**src/rtl/dl_ram_arbiter.sv**
```systemverilog
// Arbitrates the single external RAM port between the data_io download write
// stream (one-entry buffer, highest priority) and the CPU memory port.
module dl_ram_arbiter #(
   parameter int AW      = 25,
   parameter int TIMEOUT = 255
) (
   input  logic          clk,
   input  logic          reset_n,
   input  logic          dl_active,
   input  logic          dl_wr,
   input  logic [AW-1:0] dl_addr,
   input  logic [15:0]   dl_data,
   input  logic          cpu_req,
   input  logic          cpu_we,
   input  logic [1:0]    cpu_be,
   input  logic [AW-1:0] cpu_addr,
   input  logic [15:0]   cpu_din,
   output logic [15:0]   cpu_dout,
   output logic          cpu_ack,
   output logic          cpu_hold,
   output logic          ram_req,
   output logic          ram_we,
   output logic [1:0]    ram_be,
   output logic [AW-1:0] ram_addr,
   output logic [15:0]   ram_din,
   input  logic [15:0]   ram_dout,
   input  logic          ram_ack,
   output logic [23:0]   dl_words,
   output logic          dl_overrun,
   output logic          ram_timeout,
   output logic [1:0]    dbg_state
);

   // Handshake: ram_req rises with a registered address/data/we/be and stays
   // high until the cycle ram_ack=1 is sampled; ram_req is low the cycle after.
   typedef enum logic [1:0] {
      S_IDLE = 2'd0,
      S_DL   = 2'd1,
      S_CPU  = 2'd2
   } state_e;

   localparam logic [7:0] TMO_LAST = 8'(TIMEOUT - 1);

   state_e          state_q, state_d;
   logic            dl_wr_q, dl_active_q;
   logic            buf_full_q, buf_full_d;
   logic            buf_next_q, buf_next_d;
   logic [AW-1:0]   buf_addr_q, buf_addr_d;
   logic [15:0]     buf_data_q, buf_data_d;
   logic [7:0]      tmo_cnt_q, tmo_cnt_d;
   logic            ram_req_q, ram_req_d;
   logic            ram_we_q, ram_we_d;
   logic [1:0]      ram_be_q, ram_be_d;
   logic [AW-1:0]   ram_addr_q, ram_addr_d;
   logic [15:0]     ram_din_q, ram_din_d;
   logic [15:0]     cpu_dout_q, cpu_dout_d;
   logic            cpu_ack_q, cpu_ack_d;
   logic            cpu_hold_q, cpu_hold_d;
   logic [23:0]     dl_words_q, dl_words_d;
   logic            dl_overrun_q, dl_overrun_d;
   logic            ram_timeout_q, ram_timeout_d;

   logic dl_edge, dl_rise, issue_dl, busy, tmo_hit, acc_end, entering;

   assign dl_edge  = dl_wr & ~dl_wr_q;
   assign dl_rise  = dl_active & ~dl_active_q;
   assign issue_dl = (state_q == S_IDLE) & buf_full_q;
   assign busy     = (state_q == S_DL) | (state_q == S_CPU);
   assign tmo_hit  = busy & ~ram_ack & (tmo_cnt_q == TMO_LAST);
   assign acc_end  = busy & (ram_ack | tmo_hit);
   assign entering = (state_q == S_IDLE) & (state_d != S_IDLE);

   // State register
   always_ff @(posedge clk or negedge reset_n) begin
      if (!reset_n) state_q <= S_IDLE;
      else          state_q <= state_d;
   end

   // Next-state logic
   always_comb begin
      state_d = state_q;
      case (state_q)
         S_IDLE: begin
            if (buf_full_q)                 state_d = S_DL;
            else if (cpu_req && !cpu_hold_q) state_d = S_CPU;
         end
         S_DL, S_CPU: begin
            if (ram_ack || tmo_hit) state_d = S_IDLE;
         end
         default: state_d = S_IDLE;
      endcase
   end

   // Output / datapath logic
   always_comb begin
      buf_full_d    = buf_full_q;
      buf_next_d    = buf_next_q;
      buf_addr_d    = buf_addr_q;
      buf_data_d    = buf_data_q;
      tmo_cnt_d     = 8'd0;
      ram_req_d     = ram_req_q;
      ram_we_d      = ram_we_q;
      ram_be_d      = ram_be_q;
      ram_addr_d    = ram_addr_q;
      ram_din_d     = ram_din_q;
      cpu_dout_d    = cpu_dout_q;
      cpu_ack_d     = 1'b0;
      dl_words_d    = dl_words_q;
      dl_overrun_d  = dl_overrun_q;
      ram_timeout_d = ram_timeout_q;
      cpu_hold_d    = dl_active | buf_full_q | (state_q == S_DL);

      if (dl_rise) begin
         dl_words_d    = 24'd0;
         dl_overrun_d  = 1'b0;
         ram_timeout_d = 1'b0;
      end

      if (busy) tmo_cnt_d = tmo_cnt_q + 8'd1;

      if (entering) begin
         ram_req_d = 1'b1;
         if (state_d == S_DL) begin
            ram_we_d   = 1'b1;
            ram_be_d   = 2'b11;
            ram_addr_d = buf_addr_q;
            ram_din_d  = buf_data_q;
         end else begin
            ram_we_d   = cpu_we;
            ram_be_d   = cpu_be;
            ram_addr_d = cpu_addr;
            ram_din_d  = cpu_din;
         end
      end

      if (acc_end) begin
         ram_req_d = 1'b0;
         if (tmo_hit) ram_timeout_d = 1'b1;
         if (state_q == S_DL) begin
            if (ram_ack) dl_words_d = dl_words_d + 24'd1;
            // A word captured while the previous one was being issued survives
            if (buf_next_q) buf_next_d = 1'b0;
            else            buf_full_d = 1'b0;
         end else begin
            cpu_ack_d  = 1'b1;
            cpu_dout_d = ram_ack ? ram_dout : 16'hFFFF;
         end
      end

      if (dl_edge) begin
         if (!buf_full_q || (issue_dl && !buf_next_q)) begin
            buf_full_d = 1'b1;
            buf_next_d = issue_dl;
            buf_addr_d = dl_addr;
            buf_data_d = dl_data;
         end else begin
            dl_overrun_d = 1'b1;
         end
      end
   end

   always_ff @(posedge clk or negedge reset_n) begin
      if (!reset_n) begin
         dl_wr_q       <= 1'b0;
         dl_active_q   <= 1'b0;
         buf_full_q    <= 1'b0;
         buf_next_q    <= 1'b0;
         buf_addr_q    <= '0;
         buf_data_q    <= 16'd0;
         tmo_cnt_q     <= 8'd0;
         ram_req_q     <= 1'b0;
         ram_we_q      <= 1'b0;
         ram_be_q      <= 2'b00;
         ram_addr_q    <= '0;
         ram_din_q     <= 16'd0;
         cpu_dout_q    <= 16'd0;
         cpu_ack_q     <= 1'b0;
         cpu_hold_q    <= 1'b0;
         dl_words_q    <= 24'd0;
         dl_overrun_q  <= 1'b0;
         ram_timeout_q <= 1'b0;
      end else begin
         dl_wr_q       <= dl_wr;
         dl_active_q   <= dl_active;
         buf_full_q    <= buf_full_d;
         buf_next_q    <= buf_next_d;
         buf_addr_q    <= buf_addr_d;
         buf_data_q    <= buf_data_d;
         tmo_cnt_q     <= tmo_cnt_d;
         ram_req_q     <= ram_req_d;
         ram_we_q      <= ram_we_d;
         ram_be_q      <= ram_be_d;
         ram_addr_q    <= ram_addr_d;
         ram_din_q     <= ram_din_d;
         cpu_dout_q    <= cpu_dout_d;
         cpu_ack_q     <= cpu_ack_d;
         cpu_hold_q    <= cpu_hold_d;
         dl_words_q    <= dl_words_d;
         dl_overrun_q  <= dl_overrun_d;
         ram_timeout_q <= ram_timeout_d;
      end
   end

   assign cpu_dout    = cpu_dout_q;
   assign cpu_ack     = cpu_ack_q;
   assign cpu_hold    = cpu_hold_q;
   assign ram_req     = ram_req_q;
   assign ram_we      = ram_we_q;
   assign ram_be      = ram_be_q;
   assign ram_addr    = ram_addr_q;
   assign ram_din     = ram_din_q;
   assign dl_words    = dl_words_q;
   assign dl_overrun  = dl_overrun_q;
   assign ram_timeout = ram_timeout_q;
   assign dbg_state   = state_q;

endmodule

```
**config.mk**
```make
export PLATFORM = sky130hd
export DESIGN_NAME = dl_ram_arbiter
export DESIGN_NICKNAME = d
export VERILOG_FILES = /design/src/rtl/dl_ram_arbiter.sv
export SDC_FILE = /design/constraint.sdc
export NUM_CORES = 1
export LEC_CHECK = 0
export CORE_ASPECT_RATIO = 1.5
export CORE_UTILIZATION = 47
export CTS_CLUSTER_DIAMETER = 120
export DETAILED_ROUTE_END_ITERATION = 7
export PLACE_DENSITY = 0.84
export SYNTH_ARGS = -nofsm -noshare
export SYNTH_HDL_FRONTEND = slang
export SYNTH_SLANG_ARGS = --single-unit
```
**constraint.sdc**
```tcl
create_clock -name clk -period 2.4 [get_ports clk]
set_clock_uncertainty 0.05 [all_clocks]
set_input_delay 0.48 -clock clk [delete_from_list [all_inputs] [get_ports clk]]
set_output_delay 0.48 -clock clk [all_outputs]
set_load 0.01 [all_outputs]
```
==> out/summary.txt, run 1 <==
Routed Antenna Nets -> 0
asr flop ratio synth -> 1.00
synthesis-to-finish area growth -> 45.8%
std cell rows -> 52
Synth cell types -> 51
Slew headroom -> 0.651
post-layout util -> 0.703
clk sinks -> 144
CTS tree -> built
minimum clock period -> 2200 ps
ant diodes -> 0
cell area power density -> 1210 nW/um2
sequential share of the synthesized area -> 0.555
Initial Util -> 0.482
clock buffer count from CTS -> 17
LEAKAGE -> 4.00 nW
crit start category -> flip-flop
CTS Root Cell -> clkbuf_16
crit path from -> dbg_state[1]
drt first pass iters -> 8
f_max -> 0.455 GHz
yosys warns -> 0
Fin Hold WS -> 428 ps
commonest non-fill, non-tap cell in the layout -> clkdlybuf4s50_1
Slew Limit Fails -> 0
GR Util met2 -> 0.460
most used routing layer -> met2
fin nets -> 936
worst r2r src -> dbg_state[1]
RSZ-0062 raised after global routing -> false
initial antenna violation count -> 0
pin count of the biggest net entering global routing -> 53
synthesized area per cell -> 10.7 um2
violated checks -> DRC
nature of the critical path endpoint -> flip-flop
Worst-path clk slew -> 60 ps
most frequent cells in the layout -> 196 x clkdlybuf4s50_1, 144 x dfrtp_1, 61 x nor2_1
EDFF count, synth -> 0
area of the multi-input gates -> 2670 um2
GR Overflow Total -> 0
met3 GRT Util -> 0.0653
status -> finished, violations left
gpl congestion -> 0.843
type of the worst setup path -> flip-flop to flip-flop
final WL -> 17,400 um
number of global-route vias before repair -> 5,884
filler cell count -> 1,008
met1 Use GR -> 0.275
placed cells -> 965
Syn Std Cell Area -> 6490 um2
Synth Register Bits -> 144
RR Endpoint -> ram_addr[8]
first-pass GRT wire length -> 28,300 um
DR iter-0 viols -> 196
cells after synthesis -> 609
final setup vio count -> 0
Min-Delay Path Class -> flip-flop to flip-flop
Tot Pwr -> 11.5 mW
full die area -> 14,300 um2
Period Utilization, post-route -> 0.916
layout cells sized above 1 -> 0.152
FF+latch area -> 3600 um2
routed via count -> 5,587
Routed WL per cell -> 17.5 um
Setup crit end -> ram_addr[8]
Worst Max-Slew Pin Slew -> 523 ps
synth top area cells -> dfrtp_1 55%, mux2_2 7.3%, o21ai_0 4.5%
post-synth top area share -> 0.555
max-cap violations -> 0
CP max FO -> 33
top-level I/O count -> 198
Clk Latency, worst-skew pair -> 410 ps
Final Non-Filler Cells -> 997
reg2reg path depth -> 8
vias per cell -> 5.60
Fin. Hold Viols -> 0
clk buf depth -> 2
r2r setup slk -> 200 ps
VDD IR-drop max -> 0.000723 V
DIE WIDTH -> 98.0 um
post-detail-place hpwl -> 12,500 um
CP arrival -> 2470 ps
CTS H-tree lvls -> 4
cell taking the most area after synthesis -> dfrtp_1
Data required, critical path -> 2670 ps
DRC -> 11
PortBufs -> 197
core area -> 13,500 um2
Die H -> 146 um
ys flop type -> dfrtp_1
syn nets -> 722
all-layer global routing usage -> 0.253
[state kept, by name, summed over array words and instances, names as in the netlist, 2 cells and up]
register / count
ram_be: 2
dbg_state: 2
ram_din: 16
tmo_cnt_q: 8
buf_data_q: 16
cpu_dout: 16
buf_addr_q: 25
ram_addr: 25
dl_words: 24
[critical path: stages (launching register included)]
cell	delay [ps]
dfrtp_1	340
inv_1	70
ha_1	380
and2b_1	220
o221ai_1	200
a31oi_4	310
buf_6	270
nor2_1	70
a31oi_1	180
[cell families (layout without fill, tap and decap cells)]
logic type,count (synthesis),in the layout,synth area share
buffers and inverters,51,277,0.0372
xor gates and xnor gates,22,22,0.0297
adders and majority gates,6,6,0.0116
muxes,42,42,0.0728
and+or+nand+nor,216,216,0.175
AOI/OAI and AO/OA,128,128,0.119
DFF,144,144,0.555
[per-layer routing]
layer | vias up | share of wire | routed length (um)
li1 | 2572 | - | -
met4 | 0 | 0.028 | 482
met5 | - | 0 | 0
met2 | 230 | 0.54 | 9340
met3 | 42 | 0.065 | 1140
met1 | 2743 | 0.37 | 6480
[final cells by class]
class,instances,share of cell area
timing repair buffer,236,0.248
tap,162,0.0214
clock inverter,12,0.0168
sequential,144,0.381
clock buffer,19,0.0468
inverter,10,0.00397
multi-input combinational,414,0.282
[metrics by stage]
| stage | setup WS (ps) | area [um2] | setup TNS [ps] |
|---|---|---|---|
| after floorplan | 321 | 6490 | 0 |
| after global placement | 53.2 | 8850 | 0 |
| after detailed placement | -64.6 | 8850 | -291 |
| after CTS | 155 | 9460 | 0 |
| after global routing | 19.4 | 9470 | 0 |
| final | 202 | 9470 | 0 |
[power by group]
part           internal (mW)  switching, mW
Sequential              3.42          0.594
Clock                   1.66           1.03
Combinational           2.45           2.31
Total                   7.54           3.93
[how the worst min path moves through the flow]
stage,start,end,cells past startpoint
after floorplan,reset_n,buf_addr_q[0],0
after detailed placement,reset_n,cpu_dout[6],1
final,cpu_dout[9],cpu_dout[9],2
after CTS,cpu_dout[9],cpu_dout[9],2
after global placement,reset_n,cpu_dout[5],1
after global routing,dl_words[23],dl_words[23],1
[cell usage after synthesis (6+ instances only)]
master	n
dfrtp_1	144
nor2_1	61
o21ai_0	58
nand3_1	49
mux2_2	42
a31oi_1	41
nand2_1	38
nor2b_1	19
buf_2	18
clkbuf_1	13
xor2_1	12
xnor2_1	10
inv_1	9
nand4_1	8
and2_1	7
and3_1	6
buf_4	6
ha_1	6
nand2b_1	6
o211ai_1	6
[what timing repair did]
action	CTS	global route
endpoints found under the setup margin	0	11
hold buffers	1	0
buffers inserted	0	0
hold endpoints to repair	25	0
resized for setup	0	2
Note: power is estimated with default switching activity, not from simulation.
==> run 2: changes to the inputs <==
--- a/config.mk
+++ b/config.mk
@@ -5,6 +5,7 @@
 export SDC_FILE = /design/constraint.sdc
 export NUM_CORES = 1
 export LEC_CHECK = 0
+export ABC_CLOCK_PERIOD_IN_PS = 2400
 export CORE_ASPECT_RATIO = 1.5
 export CORE_UTILIZATION = 47
 export CTS_CLUSTER_DIAMETER = 120
==> results of run 2 <==
The final DEF is identical to that of run 1; final timing and power are the same.
==> run 3: changes to the inputs <==
--- a/config.mk
+++ b/config.mk
@@ -5,7 +5,8 @@
 export SDC_FILE = /design/constraint.sdc
 export NUM_CORES = 1
 export LEC_CHECK = 0
-export ABC_CLOCK_PERIOD_IN_PS = 2400
+export ABC_CLOCK_PERIOD_IN_PS = 2040
+export CAP_MARGIN = 20
 export CORE_ASPECT_RATIO = 1.5
 export CORE_UTILIZATION = 47
 export CTS_CLUSTER_DIAMETER = 120
==> constraint.sdc (replaced) <==
create_clock -name clk -period 2.04 [get_ports clk]
set_clock_uncertainty 0.05 [all_clocks]
set_input_delay 0.408 -clock clk [delete_from_list [all_inputs] [get_ports clk]]
set_output_delay 0.408 -clock clk [all_outputs]
set_load 0.01 [all_outputs]
==> run 3 against run 2 <==
  * The flow still finishes with violations (DRC)
  * Maximum frequency rose by 8.8%
  * Combinational power grew 36%
  * Critical path depth did not move
  * Critical endpoint is now ram_addr[20]
  * Highest routed layer unchanged
  * Cell count up 1.4%
  * Non-clock buffer count increased by 13
  * Clock power grew 19%
  * Critical path type unchanged
  * Register-to-register slack lost 180 ps
  * Hold slack got worse by 8.1 ps
  * Setup slack got worse by 180 ps
  * Largest cell class unchanged
  * Utilization grew 2.3 points
  * Die area is the same
  * Via count grew 2.8%
==> out/summary.txt, run 3 (synthesis gave the netlist of run 1 again) <==
Initial Util -> 0.482 (unchanged)
first-pass GRT wire length -> 30,500 um (+7.8%)
crit path cell chain -> inv_1 > ha_4 > and2b_2 > nand2_1 > o22a_1 > buf_12 > nand3_1 > a31oi_1
Slowest-stage cell, CP -> dfrtp_2
Slowest Stage Delay on Critical Path -> 400 ps (+20 ps)
vias per cell -> 5.68 (+1.4%)
nature of the critical path endpoint -> flip-flop
all-layer global routing usage -> 0.273 (+0.0200)
Data required, critical path -> 2320 ps (-350 ps)
post-detail-place hpwl -> 13,100 um (+4.8%)
worst slack at placement -> -363 ps (-298 ps)
clock power share -> 0.221 (-0.014)
clock buffer count from CTS -> 17 (unchanged)
crit start category -> flip-flop
CTS Root Cell -> clkbuf_16
placed cells -> 971 (+0.62%)
filler cell count -> 910 (-9.7%)
Worst-path clk slew -> 60 ps (about the same)
routed via count -> 5,742 (+2.8%)
drt first pass iters -> 8 (unchanged)
CTS H-tree lvls -> 4 (unchanged)
synthesis-to-finish area growth -> 50.6%
number of global-route vias before repair -> 6,331 (+7.6%)
CTS tree -> built
CP max FO -> 42 (+27%)
Reg power frac -> 0.330 (-0.020)
commonest non-fill, non-tap cell in the layout -> clkdlybuf4s50_1
status -> finished, violations left
Slew Limit Fails -> 0 (unchanged)
ant diodes -> 0 (unchanged)
Comb power frac -> 0.449 (+0.034)
Tot Pwr -> 14.4 mW (+26%)
Routed WL per cell -> 18.9 um (+7.9%)
minimum clock period -> 2020 ps (-177 ps)
Die H -> 146 um (unchanged)
top-level I/O count -> 198 (unchanged)
Period Utilization, post-route -> 0.991 (+0.0748)
clk sinks -> 144 (unchanged)
initial antenna violation count -> 0 (unchanged)
pin count of the biggest net entering global routing -> 55 (+3.8%)
layout cells sized above 1 -> 0.185 (+0.0328)
violated checks -> DRC
std cell rows -> 52 (unchanged)
VDD IR-drop max -> 0.000954 V (+32%)
PortBufs -> 197 (unchanged)
reg2reg path depth -> 8 (unchanged)
most frequent cells in the layout -> 196 x clkdlybuf4s50_1, 143 x dfrtp_1, 61 x nor2_1
fin nets -> 949 (+1.4%)
DR iter-0 viols -> 240 (+22%)
full die area -> 14,300 um2 (unchanged)
Switch Pwr -> 5.03 mW (+28%)
final WL -> 19,100 um (+9.5%)
Routed Antenna Nets -> 0 (unchanged)
Worst Max-Slew Pin Slew -> 441 ps (-82.0 ps)
Fin. Hold Viols -> 0 (unchanged)
max-cap violations -> 0 (unchanged)
DRC -> 15 (+4)
Hold Crit Depth -> 1 (-1)
Clk Latency, worst-skew pair -> 420 ps (about the same)
worst setup margin -> 18.7 ps (-183 ps)
switch share -> 0.349 (+0.00585)
Fin Hold WS -> 420 ps (-8.06 ps)
delay-heaviest family, CP -> simple AND/OR/NAND/NOR gates
post-layout util -> 0.726 (+0.0231)
CP arrival -> 2300 ps (-170 ps)
Slew headroom -> 0.706 (+0.0547)
GR Overflow Total -> 0 (unchanged)
clk buf depth -> 2 (unchanged)
type of the worst setup path -> flip-flop to flip-flop
Buf/Inv on CP -> 2 (unchanged)
cell area power density -> 1480 nW/um2 (+22%)
final setup vio count -> 0 (unchanged)
Int Power -> 9.40 mW (+25%)
post-route setup TNS -> 0 ps (unchanged)
Final Non-Filler Cells -> 1,011 (+1.4%)
RSZ-0062 raised after global routing -> true
core area -> 13,500 um2 (unchanged)
f_max -> 0.495 GHz (+8.8%)
LEAKAGE -> 4.12 nW (+2.9%)
DIE WIDTH -> 98.0 um (unchanged)
gpl congestion -> 0.900 (+6.7%)
cell depth of the worst setup path -> 8 (unchanged)
post-route cell area -> 9780 um2 (+3.3%)
cell area after placement -> 8940 um2 (+1.1%)
Min-Delay Path Class -> primary input to flip-flop
## run 3: cell types whose count changed in the layout (fill, tap and decap cells not counted), moves of 4 or more
| cell | before | now |
|---|---|---|
| o21ai_1 | 4 | 23 |
| o21ai_0 | 58 | 36 |
| buf_4 | 30 | 34 |
| nand3_2 | 0 | 6 |
| nand3_1 | 49 | 43 |
## run 3: area by class of cell
type / instances / area [um2] / share of cell area
sequential: 144 / 3600 / 0.369
multi-input combinational: 414 / 2760 / 0.282
timing repair buffer: 249 / 2550 / 0.261
clock buffer: 20 / 447 / 0.0457
tap: 162 / 203 / 0.0207
clock inverter: 12 / 160 / 0.0164
inverter: 10 / 50.0 / 0.00512
## run 3: layer usage
layer / up-vias / routed length, um / track usage
met4: 0 / 677 / 0.151
met3: 61 / 1230 / 0.0783
met5: - / 0 / 0
li1: 2610 / - / -
met2: 246 / 10300 / 0.493
met1: 2825 / 6880 / 0.280
## run 3: timing repair
| action | 4_1_cts | 5_1_grt |
|---|---|---|
| pin swaps | 3 | 27 |
| endpoints found under the setup margin | 45 | 43 |
| hold buffers | 1 | 0 |
| resized for setup | 10 | 40 |
| hold endpoints to repair | 43 | 0 |
| buffers inserted | 2 | 2 |
| cloned | 1 | 2 |
## run 3: final timing paths
| path | slack, ps | to | from |
|---|---|---|---|
| max | 20 | ram_addr[20] | dbg_state[0] |
| min | 420 | dl_wr_q | dl_wr |
| max reg2reg | 20 | ram_addr[20] | dbg_state[0] |
| min reg2reg | 430 | dl_words[23] | dl_words[23] |
| max in group asynchronous | 850 | ram_addr[19] | reset_n |
| min in group asynchronous | 460 | tmo_cnt_q[5] | reset_n |
## run 3: power groups by stage
stage,logic (mW),registers [mW],clock network [mW]
after CTS,6.10,4.74,3.22
after global placement,5.57,4.69,0
final,6.48,4.77,3.19
after detailed placement,5.83,4.76,0
after global routing,6.97,4.89,3.35
after floorplan,2.82,4.90,0
